==> src/rtl/jtsdram_pkg.sv <==
// Shared definitions for the SDRAM bank write-only exerciser: FSM encoding,
// default geometry/timeout constants and the pattern LFSR step function.
package jtsdram_pkg;

    // Default word-address width of one SDRAM bank
    localparam int JTSDRAM_AW   = 22;
    // Default number of cycles to wait for rdy before declaring a timeout
    localparam int JTSDRAM_TOUT = 255;
    // Non-zero reset value of the pacing LFSR
    localparam logic [15:0] JTSDRAM_LFSR_SEED = 16'hACE1;

    typedef enum logic [2:0] {
        IDLE     = 3'd0,
        REQ      = 3'd1,
        WAIT_RDY = 3'd2,
        GAP      = 3'd3,
        DONE     = 3'd4
    } wo_state_e;

    // Fibonacci LFSR, taps 16/14/13/11 (maximal length)
    function automatic logic [15:0] lfsr_step(input logic [15:0] cur);
        logic fb;
        fb = cur[15] ^ cur[13] ^ cur[12] ^ cur[10];
        return {cur[14:0], fb};
    endfunction

endpackage

==> src/rtl/jtsdram_rnd.sv <==
// Free-running 16-bit pseudo-random source used to size idle gaps between
// writes. Advances on every cycle where adv is high.
module jtsdram_rnd
    import jtsdram_pkg::*;
(
    input  logic        clk,
    input  logic        rst,
    input  logic        adv,
    output logic [15:0] lfsr
);

    logic [15:0] lfsr_q;
    logic [15:0] lfsr_d;

    // Next LFSR value: step when advancing, hold otherwise
    always_comb begin
        lfsr_d = lfsr_q;
        if (adv) begin
            lfsr_d = lfsr_step(lfsr_q);
        end
    end

    // LFSR register, reset to a non-zero seed so it never locks up
    always_ff @(posedge clk) begin
        if (rst) begin
            lfsr_q <= JTSDRAM_LFSR_SEED;
        end else begin
            lfsr_q <= lfsr_d;
        end
    end

    assign lfsr = lfsr_q;

endmodule

==> src/rtl/jtsdram_bank_wo.sv <==
// Full-bank write pass generator for SDRAM testing. Writes seed^addr to every
// word of the bank, paced either by LVBL (active video) or by random gaps.
// Optional feature: define JTSDRAM_WR_TIMEOUT_EN to give up on a write whose
// rdy does not arrive within TOUT cycles, flagging it on tout_err.
module jtsdram_bank_wo
    import jtsdram_pkg::*;
#(
    parameter int AW   = JTSDRAM_AW,
    parameter int TOUT = JTSDRAM_TOUT
) (
    input  logic          clk,
    input  logic          rst,
    input  logic          LVBL,
    input  logic          start,
    input  logic          slow,
    input  logic [15:0]   seed,
    output logic [AW-1:0] addr,
    output logic          wr,
    output logic [15:0]   din,
    output logic [1:0]    din_m,
    input  logic          ack,
    input  logic          rdy,
    output logic          busy,
    output logic          done,
    output logic          tout_err
);

    wo_state_e     state_q, state_d;
    logic [AW-1:0] addr_q, addr_d;
    logic          busy_q, busy_d;
    logic          done_q, done_d;
    logic [3:0]    gap_cnt_q, gap_cnt_d;
    logic          wr_cplt;
    logic          start_ok;
    logic          tout_hit;
    logic [15:0]   lfsr;
    logic [15:0]   addr16;
    logic [11:0]   unused_lfsr;

    jtsdram_rnd u_rnd (
        .clk  (clk),
        .rst  (rst),
        .adv  (1'b1),
        .lfsr (lfsr)
    );

    assign unused_lfsr = lfsr[15:4];

    // A new pass may only begin when no write is outstanding
    assign start_ok = start && ((state_q == IDLE) || (state_q == DONE));

    // Zero-extend or truncate the address to 16 bits for the data pattern
    generate
        if (AW >= 16) begin : g_addr_trunc
            assign addr16 = addr_q[15:0];
        end else begin : g_addr_ext
            assign addr16 = {{(16 - AW){1'b0}}, addr_q};
        end
    endgenerate

`ifdef JTSDRAM_WR_TIMEOUT_EN
    localparam int TW = (TOUT < 2) ? 1 : $clog2(TOUT + 1);

    logic [TW-1:0] tout_cnt_q, tout_cnt_d;
    logic          tout_err_q, tout_err_d;

    // The TOUT-th consecutive WAIT_RDY cycle without rdy ends the wait
    assign tout_hit = (state_q == WAIT_RDY) && (tout_cnt_q == TW'(TOUT - 1));

    // Timeout counter runs only while waiting; error is sticky until a new pass
    always_comb begin
        tout_cnt_d = '0;
        tout_err_d = tout_err_q;
        if ((state_q == WAIT_RDY) && !rdy && !tout_hit) begin
            tout_cnt_d = tout_cnt_q + 1'b1;
        end
        if (start_ok) begin
            tout_err_d = 1'b0;
        end
        if (tout_hit && !rdy) begin
            tout_err_d = 1'b1;
        end
    end

    // Timeout state registers
    always_ff @(posedge clk) begin
        if (rst) begin
            tout_cnt_q <= '0;
            tout_err_q <= 1'b0;
        end else begin
            tout_cnt_q <= tout_cnt_d;
            tout_err_q <= tout_err_d;
        end
    end

    assign tout_err = tout_err_q;
`else
    logic [31:0] unused_tout;

    assign unused_tout = TOUT;
    assign tout_hit    = 1'b0;
    assign tout_err    = 1'b0;
`endif

    // Next-state logic; a completed write either finishes the pass or moves
    // to the next word, going straight to REQ only when pacing allows
    always_comb begin
        state_d   = state_q;
        addr_d    = addr_q;
        busy_d    = busy_q;
        done_d    = done_q;
        gap_cnt_d = gap_cnt_q;
        wr_cplt   = 1'b0;

        case (state_q)
            IDLE, DONE: begin
                if (start) begin
                    state_d = REQ;
                    addr_d  = '0;
                    done_d  = 1'b0;
                    busy_d  = 1'b1;
                end
            end
            REQ: begin
                // ack and rdy together mean the write already finished
                if (ack && rdy) begin
                    wr_cplt = 1'b1;
                end else if (ack) begin
                    state_d = WAIT_RDY;
                end
            end
            WAIT_RDY: begin
                if (rdy || tout_hit) begin
                    wr_cplt = 1'b1;
                end
            end
            GAP: begin
                if (slow) begin
                    if (gap_cnt_q == 4'd0) begin
                        state_d = REQ;
                    end else begin
                        gap_cnt_d = gap_cnt_q - 4'd1;
                    end
                end else if (LVBL) begin
                    state_d = REQ;
                end
            end
            default: begin
                state_d = IDLE;
            end
        endcase

        if (wr_cplt) begin
            if (addr_q == '1) begin
                state_d = DONE;
                done_d  = 1'b1;
                busy_d  = 1'b0;
            end else begin
                addr_d = addr_q + 1'b1;
                if (!slow && LVBL) begin
                    state_d = REQ;
                end else begin
                    state_d   = GAP;
                    gap_cnt_d = lfsr[3:0];
                end
            end
        end
    end

    // Main state registers
    always_ff @(posedge clk) begin
        if (rst) begin
            state_q   <= IDLE;
            addr_q    <= '0;
            busy_q    <= 1'b0;
            done_q    <= 1'b0;
            gap_cnt_q <= 4'd0;
        end else begin
            state_q   <= state_d;
            addr_q    <= addr_d;
            busy_q    <= busy_d;
            done_q    <= done_d;
            gap_cnt_q <= gap_cnt_d;
        end
    end

    assign addr  = addr_q;
    assign wr    = (state_q == REQ);
    assign din   = seed ^ addr16;
    assign din_m = 2'b00;
    assign busy  = busy_q;
    assign done  = done_q;

endmodule

==> config.mk <==
export PLATFORM = sky130hd
export DESIGN_NAME = jtsdram_bank_wo
export DESIGN_NICKNAME = d
export VERILOG_FILES = /design/src/rtl/jtsdram_pkg.sv /design/src/rtl/jtsdram_rnd.sv /design/src/rtl/jtsdram_bank_wo.sv
export SDC_FILE = /design/constraint.sdc
export NUM_CORES = 1
export LEC_CHECK = 0
export CORE_UTILIZATION = 49
export DETAILED_ROUTE_END_ITERATION = 7
export GPL_TIMING_DRIVEN = 0
export HOLD_SLACK_MARGIN = 0.08
export PLACE_DENSITY = 0.86
export RECOVER_POWER = 100
export SKIP_CTS_REPAIR_TIMING = 1
export SLEW_MARGIN = 20
export SYNTH_ARGS = -nofsm -noshare
export SYNTH_HDL_FRONTEND = slang
export SYNTH_HIERARCHICAL = 1
export SYNTH_SLANG_ARGS = --single-unit
==> constraint.sdc <==
create_clock -name clk -period 2.5 [get_ports clk]
set_clock_uncertainty 0.1 [all_clocks]
set_input_delay 0.375 -clock clk [delete_from_list [all_inputs] [get_ports clk]]
set_output_delay 0.375 -clock clk [all_outputs]
set_load 0.02 [all_outputs]
Word level (Yosys, flattened, before mapping)
Cells that the tools add are included.
- $add $sub $neg: 2
- equality and inequality tests: 11
- bitwise logic cells: 4
- reduce and logical (&&, ||, !) cells: 7
- muxes and demuxes: 31
- operators by type and width (cell ; number):
    2-to-1 mux 22 bit ; 4
    2-to-1 mux 3 bit ; 8
    2-to-1 mux 4 bit ; 6
    adder 22 x 1 -> 22 bit (second input constant) ; 1
    == test 22 bit (second input constant) ; 1
    bitwise XOR 16 bit ; 1
    case mux 3 bit (4 select lines) ; 1
    2-to-1 mux 1 bit ; 10
    inequality test 4 bit (second input constant) ; 2
    == test 3 x 2 -> 1 bit (second input constant) ; 2
    inequality test 3 bit (second input constant) ; 2
    AND reduction 6 bit ; 1
    zero test 4 bit ; 1
    subtractor 4 x 1 -> 4 bit (second input constant) ; 1
    == test 3 x 1 -> 1 bit (second input constant) ; 1
    == test 3 bit (second input constant) ; 1
    zero test 3 bit ; 1
    inequality test 3 x 1 -> 1 bit (second input constant) ; 1
    bitwise XOR 1 bit ; 3
    logical AND 1 bit ; 2
    2-to-1 mux 2 bit ; 1
    inequality test 2 bit (second input constant) ; 1
    case mux 1 bit (2 select lines) ; 1
    OR reduction 2 bit ; 1
    zero test 1 bit ; 1
- logic and storage cells: 61
- input bits: 23
- register bits after elaboration: 47
- output and inout port bits: 44

Logic depth before layout (Yosys ltp)
- depth in word-level cells: 7
- gate-level depth with buffers: 7
- mapped depth without buffers: 7

Hierarchy
Netlist, hierarchy kept.
- modules (own cells, without submodules) (module ; area each (um^2) ; seq. area each (um^2) ; cells an instance ; instances):
    jtsdram_bank_wo ; 1945.6 ; 620.6 ; 228 ; 1
    jtsdram_rnd ; 619.3 ; 320.3 ; 55 ; 1

Worst setup path after synthesis
No wires, ideal clock.
- path kind: register -> register
- start point: register addr_q[0], in the netlist addr[0]
- end point: register addr_q[20], in the netlist addr[20]
- buffers on the path: 1
- arrival: 1837 ps
- data required time: 2268 ps
- stages on the path, launching flop included: 8
- library setup time: 132 ps
- setup slack: 431 ps
- period minus slack after synthesis: 2069 ps
- cell sequence: dfxtp_1 > ha_1 > and3_1 > o2111ai_2 > or2_0 > clkbuf_1 > o311ai_2 > o41ai_1
- word-level cells in the longest chain between the ends: 3
- elaborated cells between the ends (all ways): 4
- those cells by class: add/sub: 1; eq/ne: 1; mux: 2
- RTL lines (element ; RTL line ; RTL):
    from (decl) ; jtsdram_bank_wo.sv:29 ; logic [AW-1:0] addr_q, addr_d;
    from (signal assigned) ; jtsdram_bank_wo.sv:180 ; addr_q <= addr_d;
    adder 22 x 1 -> 22 bit or == test 22 bit (tied branches) ; jtsdram_bank_wo.sv:159, jtsdram_bank_wo.sv:154 ;
    2-to-1 mux 22 bit (*) ; jtsdram_bank_wo.sv:154 ; if (addr_q == '1) begin
    2-to-1 mux 22 bit (*) ; jtsdram_bank_wo.sv:153 ; if (wr_cplt) begin
Every way passes the cells marked *; elsewhere a longest branch is shown, timed or not.
A chain may end at the register's enable or synchronous reset.

Worst setup path after layout
- start point: register addr_q[16], in the netlist addr[16]
- end point: register addr_q[19], in the netlist addr[19]
Same word-level chain as after synthesis.

==> summary.md <==
| Metric | Value |
|---|---|
| Post-route clock period utilization | 0.9273 |
| Status | completed |
| Count of antenna-violating nets left after detailed routing | 0 |
| Antenna violations before repair | 0 |
| Post-placement worst setup slack | between 100 and 150 ps |
| Post-synthesis share of cell area spent on full adders, half adders and majority gates | 0.009756 |
| Proportion of register bits with asynchronous set or reset after synthesis | 0 |
| Crit path to | addr[19] |
| Leading register cell type out of synthesis | sky130_fd_sc_hd__dfxtp_1 |
| Slowest-stage cell, CP | sky130_fd_sc_hd__nor4_4 |
| PD cells | around 540 nW/um2 |
| Total overflow reported by the global router | 0 |
| Part of the Yosys area used for sequential elements | 0.3668 |
| Time the worst path needs with I/O delays and setup | 2318 ps |
| Main combinational cell family by area after synthesis | simple AND/OR/NAND/NOR gates |
| Utilization of the core after routing | 0.6851 |
| Layout cells sized above 1 | 0.1155 |
| Slew HR | 0.5945 |
| Fmax | approximately 430 MHz |
| Pin count of the biggest net entering global routing | 15 |
| Category of the critical setup timing path | flop to flop |
| Count of synthesis-stage warnings from yosys | 6 |
| Required time worst endpoint | 2620 ps |
| Synthesized netlist cell count | 283 |
| Placer's final routability congestion estimate | just under 0.9 |
| Num Clock Sinks | 47 |
| Number of synthesized flops with an enable pin | 0 |
| Highest cell delay on the worst timing path | approximately 520 ps |
| Cell breakdown of the critical path | nand4_1 -> nor4_4 -> a21oi_1 -> clkbuf_2 -> nand3_1 -> mux2i_1 |
| Count of max-cap constraint violations | 0 |
| Cell with the most instances after synthesis | sky130_fd_sc_hd__dfxtp_1 |
| Total standard cell area after synthesis | 2565 um2 |
| Element type at the critical path start | flop |
| Register-to-register path setup slack | 180 ps |
| Wire length per cell after detailed routing | 13.86 um |
| Number of placement rows | 25 |
| Area share of and/or/nand/nor cells after synthesis | 0.2317 |
| Chip height | roughly 74 um |
| Area of the core | 4880 um2 |
| Synthesis-to-layout area growth | 30.34% |
| Classification of the worst-slack hold path | flop to flop |
| Number of different library cells in the post-synthesis netlist | 59 |
| Post-synth top area cell | sky130_fd_sc_hd__dfxtp_1 |
| Cells taking the most area after synthesis | sky130_fd_sc_hd__dfxtp_1 37%, sky130_fd_sc_hd__mux2i_1 6.6%, sky130_fd_sc_hd__xor2_1 5.5% |
| Number of vias in the routed layout | 2341 |
| Cells on worst reg2reg path | 6 |
| Endpoint of the worst register-to-register path | addr[19] |
| DRC violation count after routing | 0 |
| Die span in x | 74.35 um |
| Average size of a mapped cell | 9.063 um2 |
| FF-to-FF Start | addr[16] |
| Fraction of synthesized cell area in xor and xnor cells | 0.09463 |
| Aggregate negative setup slack | 0 ps |
| TritonCTS clock tree | built |
| Filler Cells Inserted | 405 |
| Effective utilization at floorplan | 0.5256 |
| Num ports | 67 |
| Top cells by count, synth | 47 x sky130_fd_sc_hd__dfxtp_1, 30 x sky130_fd_sc_hd__nand2_1, 28 x sky130_fd_sc_hd__nor2_1 |
| Compound-cell area share of the yosys netlist | 0.1507 |
| Crit. End Element | flop |
| Leakage dissipation | 1.406 nW |
| Pre-antenna DRT Iters | 5 |
| Placed Cells | 415 |
| Detailed Route Iter0 Violations | 139 |
| Wire length of the first global-routing pass | 9.335 mm |
| Longest Clk Path Bufs | 2 |
| Proportion of synthesized area in mux cells | 0.07951 |
| Yosys top cell area share | 0.3668 |
| Pins Over Slew Limit | 0 |
| Max FO, Critical Path | 10 |
| Combined global-route utilization of all metal layers | 0.2195 |
| CTS clock-pin slew for the worst setup and hold paths | 80 ps |
| Antenna Cells | 0 |
| # nets final | 380 |
| Count of final hold-check violations | 0 |
| CP arrival | 2440 ps |
| Number of buffers created by CTS | 5 |
| Endpoints failing setup | 0 |
| Via count of the first global-routing pass | 2105 |
| Die area | 5528 um2 |
| Least setup slack across all paths after layout | about 180 ps |
| Vias per std cell | 5.547 |
| Overall routed net length | 5.850 mm |
| Worst skew pair latency | approximately 300 ps |
| Count of H-tree levels built during CTS | 2 |
| Maximum vdd drop | between 0.4 and 0.5 mV |
| Number of flip-flops and latches in the synthesized netlist | 47 |
| Hold-critical path depth | 2 |
| Unrepaired setup endpoints after global routing | false |
| Multi-input combinational cell area | 1449 um2 |
| Slew at the pin closest to its max-slew limit | 602.7 ps |
| Clock root buffer master | sky130_fd_sc_hd__clkbuf_8 |
| Worst hold margin | 383.6 ps |
| Count of placed standard cells in the final layout, fillers left out | 422 |
| Footprint of the flip-flops and latches | 940.9 um2 |
| Detail Placement HPWL | 4.364 mm |
| Count of input and output buffers | 63 |
| CP startpoint | addr[16] |
how the worst min path moves through the flow:
stage                     slack [ps]              to      startpoint
final                            380   u_rnd/lfsr[6]   u_rnd/lfsr[5]
after floorplan                  340   u_rnd/lfsr[5]   u_rnd/lfsr[4]
after CTS                        390   u_rnd/lfsr[6]   u_rnd/lfsr[5]
after global placement           360  u_rnd/lfsr[15]  u_rnd/lfsr[14]
after detailed placement         370   u_rnd/lfsr[6]   u_rnd/lfsr[5]
after global routing             430  u_rnd/lfsr[15]  u_rnd/lfsr[14]
critical path: cells and delay by family (launching register included):
kind,cells,cell delay (ps)
AND/OR/NAND/NOR,3,1030
flip-flops,1,470
buffers and inverters,1,250
multiplexers,1,200
AO/OA/AOI/OAI,1,190
through the flow:
stage	cell area (um2)	total power, mW
after floorplan	2572	1.212
after global placement	3287	1.365
after detailed placement	3287	1.382
after CTS	3369	1.814
after global routing	3343	1.881
final	3343	1.789
cell families (layout without fill, tap and decap cells):
family | count (synthesis) | count (layout)
other | 2 | 4
AOI/OAI and AO/OA | 51 | 51
muxes | 20 | 20
and+or+nand+nor | 112 | 112
adders and majority gates | 2 | 2
buffers and inverters | 23 | 93
xor gates and xnor gates | 26 | 26
DFF | 47 | 47
state kept, by name (all words and copies together) (netlist names):
register and cells:
busy 1, u_rnd/lfsr 16, done 1, state_q 3
addr 22, gap_cnt_q 4
power breakdown:
part / leakage, nW / internal [mW] / switching, mW
Sequential: 0.383 / 0.797 / 0.0445
Clock: 0.0440 / 0.191 / 0.248
Combinational: 0.979 / 0.234 / 0.274
Total: 1.41 / 1.22 / 0.566
placed cells by master (no fill, tap or decap), drive strengths merged, types with 3 or more instances in the layout:
cell	instances
o211ai	3
xor2	16
a31oi	4
a211oi	7
nand2	30
inv	6
nor3	10
clkdlybuf4s50	21
o311ai	3
buf	11
nand3	8
xnor2	10
nor2	28
dfxtp	47
conb	4
nor3b	3
a21oi	18
mux2	3
nand4	7
dlygate4sd3	42
o41ai	3
clkbuf	10
or2	5
o31ai	3
and3	5
mux2i	17
cell type report:
class,instances,area share
sequential,47,0.2814
inverter,6,0.006737
multi-input combinational,215,0.4334
clock inverter,2,0.004117
timing repair buffer,63,0.1886
buffer,17,0.04004
clock buffer,5,0.02058
tap,67,0.02507
per-layer routing:
metal / vias to the layer above / global-route usage / share of wire
met3: 9 / 0.03930 / 0.050
li1: 1146 / - / -
met4: 0 / 0.07338 / 0.015
met1: 1114 / 0.2715 / 0.43
met2: 72 / 0.3859 / 0.50
met5: - / 0 / 0
Note: power is estimated with default switching activity, not from simulation.
